### src/rtl/store_pixel_block_pkg.sv
// Shared constants and FSM encoding for the 4x4 pixel block store and load paths.
package store_pixel_block_pkg;
  localparam int BLOCK_DIM    = 4;
  localparam int BLOCK_PIXELS = BLOCK_DIM * BLOCK_DIM;
  localparam int DIM_W        = $clog2(BLOCK_DIM);
  localparam int IDX_W        = $clog2(BLOCK_PIXELS);
  localparam int PIXEL_W      = 9;
  localparam int COORD_W      = 8;
  localparam int ADDR_W       = 10;

  typedef enum logic [1:0] {
    ST_IDLE  = 2'd0,
    ST_WRITE = 2'd1,
    ST_DONE  = 2'd2
  } state_t;
endpackage

### src/rtl/block_addr_gen.sv
// Maps a pixel index within a 4x4 block plus the block coordinates to a frame
// hcount/vcount pair; results wrap silently at ADDR_W.
module block_addr_gen #(
  parameter int COORD_W = store_pixel_block_pkg::COORD_W,
  parameter int ADDR_W  = store_pixel_block_pkg::ADDR_W
) (
  input  logic [store_pixel_block_pkg::IDX_W-1:0] idx_i,
  input  logic [COORD_W-1:0]                      block_x_i,
  input  logic [COORD_W-1:0]                      block_y_i,
  output logic [ADDR_W-1:0]                       hcount_o,
  output logic [ADDR_W-1:0]                       vcount_o
);
  import store_pixel_block_pkg::*;

  logic [COORD_W+DIM_W-1:0] h_full;
  logic [COORD_W+DIM_W-1:0] v_full;

  // The low bits of (coord << 2) are zero, so concatenation is the add.
  always_comb begin
    h_full = {block_x_i, idx_i[DIM_W-1:0]};
    v_full = {block_y_i, idx_i[IDX_W-1:DIM_W]};
  end

  assign hcount_o = ADDR_W'(h_full);
  assign vcount_o = ADDR_W'(v_full);
endmodule

### src/rtl/store_pixel_block.sv
// Captures one 4x4 pixel block on start and writes it to frame memory one
// pixel per cycle in row-major order, gated by a per-pixel write mask.
module store_pixel_block #(
  parameter int PIXEL_W = store_pixel_block_pkg::PIXEL_W,
  parameter int COORD_W = store_pixel_block_pkg::COORD_W,
  parameter int ADDR_W  = store_pixel_block_pkg::ADDR_W
) (
  input  logic                                           clk,
  input  logic                                           reset,
  input  logic                                           start,
  input  logic [COORD_W-1:0]                             block_x,
  input  logic [COORD_W-1:0]                             block_y,
  input  logic [PIXEL_W-1:0]                             pixel_0,
  input  logic [PIXEL_W-1:0]                             pixel_1,
  input  logic [PIXEL_W-1:0]                             pixel_2,
  input  logic [PIXEL_W-1:0]                             pixel_3,
  input  logic [PIXEL_W-1:0]                             pixel_4,
  input  logic [PIXEL_W-1:0]                             pixel_5,
  input  logic [PIXEL_W-1:0]                             pixel_6,
  input  logic [PIXEL_W-1:0]                             pixel_7,
  input  logic [PIXEL_W-1:0]                             pixel_8,
  input  logic [PIXEL_W-1:0]                             pixel_9,
  input  logic [PIXEL_W-1:0]                             pixel_a,
  input  logic [PIXEL_W-1:0]                             pixel_b,
  input  logic [PIXEL_W-1:0]                             pixel_c,
  input  logic [PIXEL_W-1:0]                             pixel_d,
  input  logic [PIXEL_W-1:0]                             pixel_e,
  input  logic [PIXEL_W-1:0]                             pixel_f,
  input  logic [store_pixel_block_pkg::BLOCK_PIXELS-1:0] write_mask,
  output logic [ADDR_W-1:0]                              mem_hcount,
  output logic [ADDR_W-1:0]                              mem_vcount,
  output logic [PIXEL_W-1:0]                             mem_data,
  output logic                                           mem_we,
  output logic                                           busy,
  output logic                                           done
);
  import store_pixel_block_pkg::*;

  state_t                    state_q, state_d;
  logic [IDX_W-1:0]          idx_q, idx_d;
  logic                      capture;
  logic [COORD_W-1:0]        bx_q, by_q;
  logic [BLOCK_PIXELS-1:0]   mask_q;
  logic [PIXEL_W-1:0]        pix_q [BLOCK_PIXELS];

  always_comb begin
    state_d = state_q;
    idx_d   = idx_q;
    capture = 1'b0;
    unique case (state_q)
      ST_IDLE: begin
        if (start) begin
          capture = 1'b1;
          idx_d   = '0;
          state_d = ST_WRITE;
        end
      end
      ST_WRITE: begin
        idx_d = idx_q + IDX_W'(1);
        if (idx_q == IDX_W'(BLOCK_PIXELS - 1)) state_d = ST_DONE;
      end
      ST_DONE: state_d = ST_IDLE;
      default: state_d = ST_IDLE;
    endcase
  end

  always_ff @(posedge clk) begin
    if (reset) begin
      state_q <= ST_IDLE;
      idx_q   <= '0;
    end else begin
      state_q <= state_d;
      idx_q   <= idx_d;
    end
  end

  // Block payload registers carry no reset; they are only read in WRITE.
  always_ff @(posedge clk) begin
    if (capture) begin
      bx_q   <= block_x;
      by_q   <= block_y;
      mask_q <= write_mask;
      pix_q  <= '{pixel_0, pixel_1, pixel_2, pixel_3, pixel_4, pixel_5, pixel_6, pixel_7,
                  pixel_8, pixel_9, pixel_a, pixel_b, pixel_c, pixel_d, pixel_e, pixel_f};
    end
  end

  block_addr_gen #(
    .COORD_W (COORD_W),
    .ADDR_W  (ADDR_W)
  ) u_addr_gen (
    .idx_i     (idx_q),
    .block_x_i (bx_q),
    .block_y_i (by_q),
    .hcount_o  (mem_hcount),
    .vcount_o  (mem_vcount)
  );

  assign mem_data = pix_q[idx_q];
  assign mem_we   = (state_q == ST_WRITE) && mask_q[idx_q];
  assign busy     = (state_q != ST_IDLE);
  assign done     = (state_q == ST_DONE);
endmodule

### config.mk
export PLATFORM = sky130hd
export DESIGN_NAME = store_pixel_block
export DESIGN_NICKNAME = d
export VERILOG_FILES = /design/src/rtl/store_pixel_block_pkg.sv /design/src/rtl/block_addr_gen.sv /design/src/rtl/store_pixel_block.sv
export SDC_FILE = /design/constraint.sdc
export NUM_CORES = 1
export LEC_CHECK = 0
export CAP_MARGIN = 20
export CORE_ASPECT_RATIO = 0.6
export CORE_MARGIN = 4
export CORE_UTILIZATION = 47
export DETAILED_ROUTE_END_ITERATION = 7
export GPL_ROUTABILITY_DRIVEN = 1
export PLACE_DENSITY_LB_ADDON = 0.05
export SLEW_MARGIN = 40
export SYNTH_ARGS = -nofsm -noshare
export SYNTH_HDL_FRONTEND = slang
export SYNTH_SLANG_ARGS = --single-unit
export TNS_END_PERCENT = 50
### constraint.sdc
create_clock -name clk -period 8.7 [get_ports clk]
set_input_delay 2.61 -clock clk [delete_from_list [all_inputs] [get_ports clk]]
set_output_delay 2.61 -clock clk [all_outputs]
set_load 0.03 [all_outputs]
==> results of run 1 <==
metal layers:
layer	vias to the layer above	track usage
met5	-	0
met4	4	0.0445
met3	14	0.0769
met2	159	0.270
met1	1863	0.255
li1	1735	-
cells in the mapped netlist, types with 2 or more instances:
cell type | number | area share
nand2_1 | 14 | 0.0076
dfxtp_1 | 6 | 0.017
mux4_2 | 19 | 0.062
buf_6 | 6 | 0.0098
buf_4 | 6 | 0.0065
a21oi_1 | 6 | 0.0044
mux2i_1 | 4 | 0.0058
nor3_1 | 2 | 0.0015
buf_2 | 3 | 0.0022
mux4_1 | 19 | 0.073
and2b_1 | 2 | 0.0022
nand3_1 | 4 | 0.0029
edfxtp_1 | 176 | 0.77
inv_1 | 2 | 0.0011
a22oi_1 | 18 | 0.020
nor2b_1 | 3 | 0.0027
nor2_1 | 8 | 0.0044
per-stage QoR:
step / hold slack (ns) / area (µm²) / setup slack [ns] / total power (µW) / util
3_5_place_dp: 0.609 / 9130 / 3.20 / 1270 / 0.652
6_report: 0.617 / 9690 / 2.79 / 1970 / 0.693
4_1_cts: 0.616 / 9690 / 2.73 / 1990 / 0.692
3_3_place_gp: 0.596 / 9120 / 3.23 / 1260 / 0.651
2_1_floorplan: 0.559 / 6880 / 1.85 / 1150 / -
5_1_grt: 0.664 / 9690 / 2.58 / 2040 / 0.692
final cells by class:
cell class | instances | area, µm² | area share
Sequential cell | 182 | 5410 | 0.558
Timing Repair Buffer | 212 | 2120 | 0.219
Clock buffer | 17 | 425 | 0.0439
Tap cell | 192 | 240 | 0.0248
Multi-Input combinational cell | 107 | 1340 | 0.138
Antenna cell | 1 | 2.50 | 0.000258
Clock inverter | 15 | 139 | 0.0143
Inverter | 2 | 15.0 | 0.00155
path summary, 6_finish.rpt:
check                                from                     to  slack (ns)  depth (start not counted)
setup / recovery    idx_q[0]$_SDFFE_PP0P_            mem_data[6]        2.79                          5
hold / removal    state_q[1]$_SDFFE_PP0P_  idx_q[1]$_SDFFE_PP0P_        0.62                          3
setup reg to reg  state_q[1]$_SDFFE_PP0P_     pix_q[0]$_DFFE_PP_        6.43                          4
hold reg to reg   state_q[1]$_SDFFE_PP0P_  idx_q[1]$_SDFFE_PP0P_        0.62                          3
cell families (layout without fill, tap and decap cells):
group                    Yosys count  in the layout
AO/OA/AOI/OAI                     29             29
AND/OR/NAND/NOR                   35             35
flip-flops                       182            182
adder cells (fa/ha/maj)            1              1
multiplexers                      42             42
other                              0              1
buffers and inverters             17            246
worst max-delay path: stages, from the launching register on:
cell,delay (ns)
dfxtp_2,0.69
buf_4,0.57
mux4_1,0.61
a22oi_1,0.26
nand2_1,0.09
clkdlybuf4s50_1,0.64
state kept, by name, summed over array words and instances, names as in the netlist:
| register | flops |
|---|---|
| by_q | 8 |
| pix_q | 144 |
| state_q | 2 |
| mask_q | 16 |
| idx_q | 4 |
| bx_q | 8 |
power breakdown:
group,switching [µW],internal (µW),total (µW)
Clock,347,379,726
Combinational,82.3,122,204
Sequential,18.5,1030,1040
==> impl_metrics.toml, run 1 <==
[clock_tree]
cts.sinks = 182
cts_buffers = 17
clock_latency_ns = 0.42
hold_buffers = 0
cts_tree = "built"
post_cts_buffers = 0
cts_resized = 0
clock_path_buffers = 2
cts_root_buffer = "clkbuf_16"
h-tree-depth = 4
cts.reportedPaths.clkPinSlew_ns = 0.07

[placement]
dp_hpwl_um = 10600
port_buffers = 210
place_inst = 695
gp_congestion = 0.793

[power]
power_leakage_uw = 0.00328
p_per_area_mw_per_mm2 = 204
ir_drop_mv = 0.133

[timing]
hold_viol_final = 0
fin_crit_sh = 0.679
maxSlewViolCount = 0
max_slew_margin = 0.523
max_freq_ghz = 0.169
finalSetupViolCount = 0
min_period_ns = 5.91
tns_ns = 0
fin_skew_ns = 0.00780
worstMarginPinSlew_ns = 0.716
rsz0062_at_grt = "false"

[routing]
drcViolationCount = 0
wl_met1_um = 6470
drtIter0Drc = 333
dr.pass1.iters = 5
wl_met3_um = 1590
highest_layer = "met5"
wirelength_um = 15200
routed-wl-met2_um = 6970
ant_nets = 0
wl_per_cell_um = 20.8
vias = 3775
vias_per_cell = 5.19

[floorplanning]
rows = 33
start_util = 0.491
dieArea_mm2 = 0.0167
core_area_mm2 = 0.0140
die_x_um = 164
die_h_um = 102
ios = 211

[logic_synthesis]
synthesis.nets = 486
ys_warn_count = 0
async_reset_ff_frac = 0
syn_inst = 306
syn_avg_cell_area_um2 = 22.5
synth_area_mm2 = 0.00688
synth_edf_count = 176
synthXorXnorAreaFrac = 0
yosys_most_used_dff = "edfxtp_1"
synthMuxAreaShare = 0.141
synth_cell_types = 25
ys_seq_area_frac = 0.786
synth-seq-cells = 182
synth-simple-area-share = 0.0231
synth_compound_area_frac = 0.0291
synthAdderAreaFrac = 0.00182
synth_top_family_by_area = "multiplexers"

[grt]
overflow = 0
grt_pass1_vias = 3842
grt_pass1_wl_um = 22000
grt_start_max_net_pins = 105
grt_antenna_before_repair = 3
track_usage = 0.183

[cells_and_area]
drive_above_1_share = 0.105
stdcell_count = 728
nFillCells = 885
areaGrowthSynthToFinish_pct = 40.9
finalNetCount = 702
final_cell_mix = "clkdlybuf4s50_1, edfxtp_1, mux4_2, mux4_1, a22oi_1"
final_common_cell = "clkdlybuf4s50_1"

[hold_path]
hold_class = "reg2reg"

[flow_run]
cap_violations = 0

[status]
status = "finished clean"

[critical_path]
criticalPathCategory = "reg2out"
cp_max_fo = 29
arrival_ns = 3.30
required_ns = 6.09
cp-start-kind = "register"
cp-end-kind = "output port"
No activity file was read; power rests on OpenSTA's default activity.
==> run 2: changes to the inputs <==
Settings changed: CORE_UTILIZATION 47 to 42.
Clock period 8.7 ns to 5.1 ns, I/O delays scaled along.
==> impl_metrics.toml, run 2 (synthesis results as in run 1) <==
[timing]
tns_ns = 0
min_period_ns = 4.38
finalSetupViolCount = 0
max_freq_ghz = 0.228
fin_skew_ns = 0.0117
hold_viol_final = 0
maxSlewViolCount = 0
max_slew_margin = 0.517
fin_crit_sh = 0.859
rsz0062_at_grt = "false"
worstMarginPinSlew_ns = 0.725

[placement]
port_buffers = 210
gp_congestion = 0.732
dpl-instance-area_mm2 = 0.00918
dp_hpwl_um = 10800

[cells_and_area]
fin_area_mm2 = 0.00977
fin_util = 0.623
multi_input_area_mm2 = 0.00134
finalNetCount = 707
nFillCells = 1128
largest_reg_flops = 144
largest-register = "pix_q"
areaGrowthSynthToFinish_pct = 42.0
diodes = 0
register_area_mm2 = 0.00541
final_cell_mix = "clkdlybuf4s50_1, edfxtp_1, mux4_2, mux4_1, a22oi_1"
top_regs = "pix_q: 144 flops, mask_q: 16 flops"
drive_above_1_share = 0.113
final_common_cell = "clkdlybuf4s50_1"

[power]
power_leakage_uw = 0.00331
pwr-share-comb = 0.106
ir_drop_mv = 0.249
p_sw_frac = 0.231
p_total_uw = 3400
p_int_uw = 2620
p_per_area_mw_per_mm2 = 349
p_seq_frac = 0.521
switching_power_uw = 786
p_clk_frac = 0.373

[critical_path]
arrival_ns = 2.85
cp-end-kind = "output port"
required_ns = 3.57
r2r_start = "state_q[1]$_SDFFE_PP0P_"
criticalPathCategory = "reg2out"
cp_max_fo = 34
crit_buf_inv = 2
cp_cell_sequence = "buf_4 > mux4_1 > a22oi_1 > nand2_1 > clkdlybuf4s50_1"
crit_path_start = "idx_q[0]$_SDFFE_PP0P_"
critPathMaxStageDelay_ns = 0.62
cpLargestDelayFamily = "buffers and inverters"
cp-start-kind = "register"
slowest_stage = "mux4_1"

[clock_tree]
clock_latency_ns = 0.42
cts_root_buffer = "clkbuf_16"
post_cts_buffers = 0
cts.reportedPaths.clkPinSlew_ns = 0.07
cts.sinks = 182
hold_buffers = 0
h-tree-depth = 4
cts_buffers = 17
cts_resized = 0
clock_path_buffers = 2
cts_tree = "built"

[floorplanning]
start_util = 0.439
rows = 35
core_area_mm2 = 0.0157
die_x_um = 173
dieArea_mm2 = 0.0186
die_h_um = 107
ios = 211

[hold_path]
hold_class = "reg2reg"
min_from = "idx_q[3]$_SDFFE_PP0P_"

[routing]
drcViolationCount = 0
drtIter0Drc = 288
wl_per_cell_um = 20.6
vias_per_cell = 5.11
vias = 3797
wirelength_um = 15300
ant_nets = 0
dr.pass1.iters = 5

[status]
status = "finished clean"

[flow_run]
cap_violations = 0

[grt]
grt_start_max_net_pins = 100
overflow = 0
grt_pass1_vias = 3856
grt_pass1_wl_um = 22900
grt_antenna_before_repair = 1
track_usage = 0.166
## run 2: cell types whose count changed in the layout (fill, tap and decap cells not counted), sizes merged
cell      before  now
buf            2    7
clkinv         6    5
clkinvlp       1    2
diode          1    0
## run 2: metrics by stage
stage / worst slack, ns / hold WS (ns) / instances
2_1_floorplan: 0.347 / 0.559 / 306
3_3_place_gp: 1.11 / 0.601 / 711
3_5_place_dp: 1.09 / 0.611 / 711
4_1_cts: 0.636 / 0.623 / 743
5_1_grt: 0.547 / 0.654 / 743
6_report: 0.718 / 0.625 / 743
## run 2: cell type report
type	instances	share of cell area
inverters	2	0.00115
clock inverters	15	0.0163
repair buffers	217	0.222
well taps	203	0.0260
clock buffers	17	0.0436
multi-input cells	107	0.137
flip-flops and latches	182	0.554
## run 2: worst register-to-register path, delay by kind of cell, from the launching register on
family	cells	cell delay, ns
AND/OR/NAND/NOR	2	0.29
flip-flops	1	0.33
buffers and inverters	2	0.69
## run 2: worst paths after layout
path | cells past startpoint | to | slack [ns]
setup / recovery | 5 | mem_data[4] | 0.72
hold / removal | 2 | idx_q[3]$_SDFFE_PP0P_ | 0.63
setup reg to reg | 4 | pix_q[136]$_DFFE_PP_ | 3.35
hold reg to reg | 2 | idx_q[3]$_SDFFE_PP0P_ | 0.63
## run 2: per-layer routing
metal  GRT usage  wire (µm)  vias to the layer above
met5           0         13                        -
met4      0.0472        122                        2
met3      0.0539       1060                       15
met2       0.242       6910                      155
met1       0.243       7170                     1884
li1            -          -                     1741
## run 2: power by group through the flow
stage                     Sequential (µW)  Clock [µW]  Combinational, µW
after floorplan                      1820           0                142
after global placement               1800           0                360
after detailed placement             1810           0                364
after CTS                            1770        1310                366
after global routing                 1780        1380                386
final                                1770        1270                361
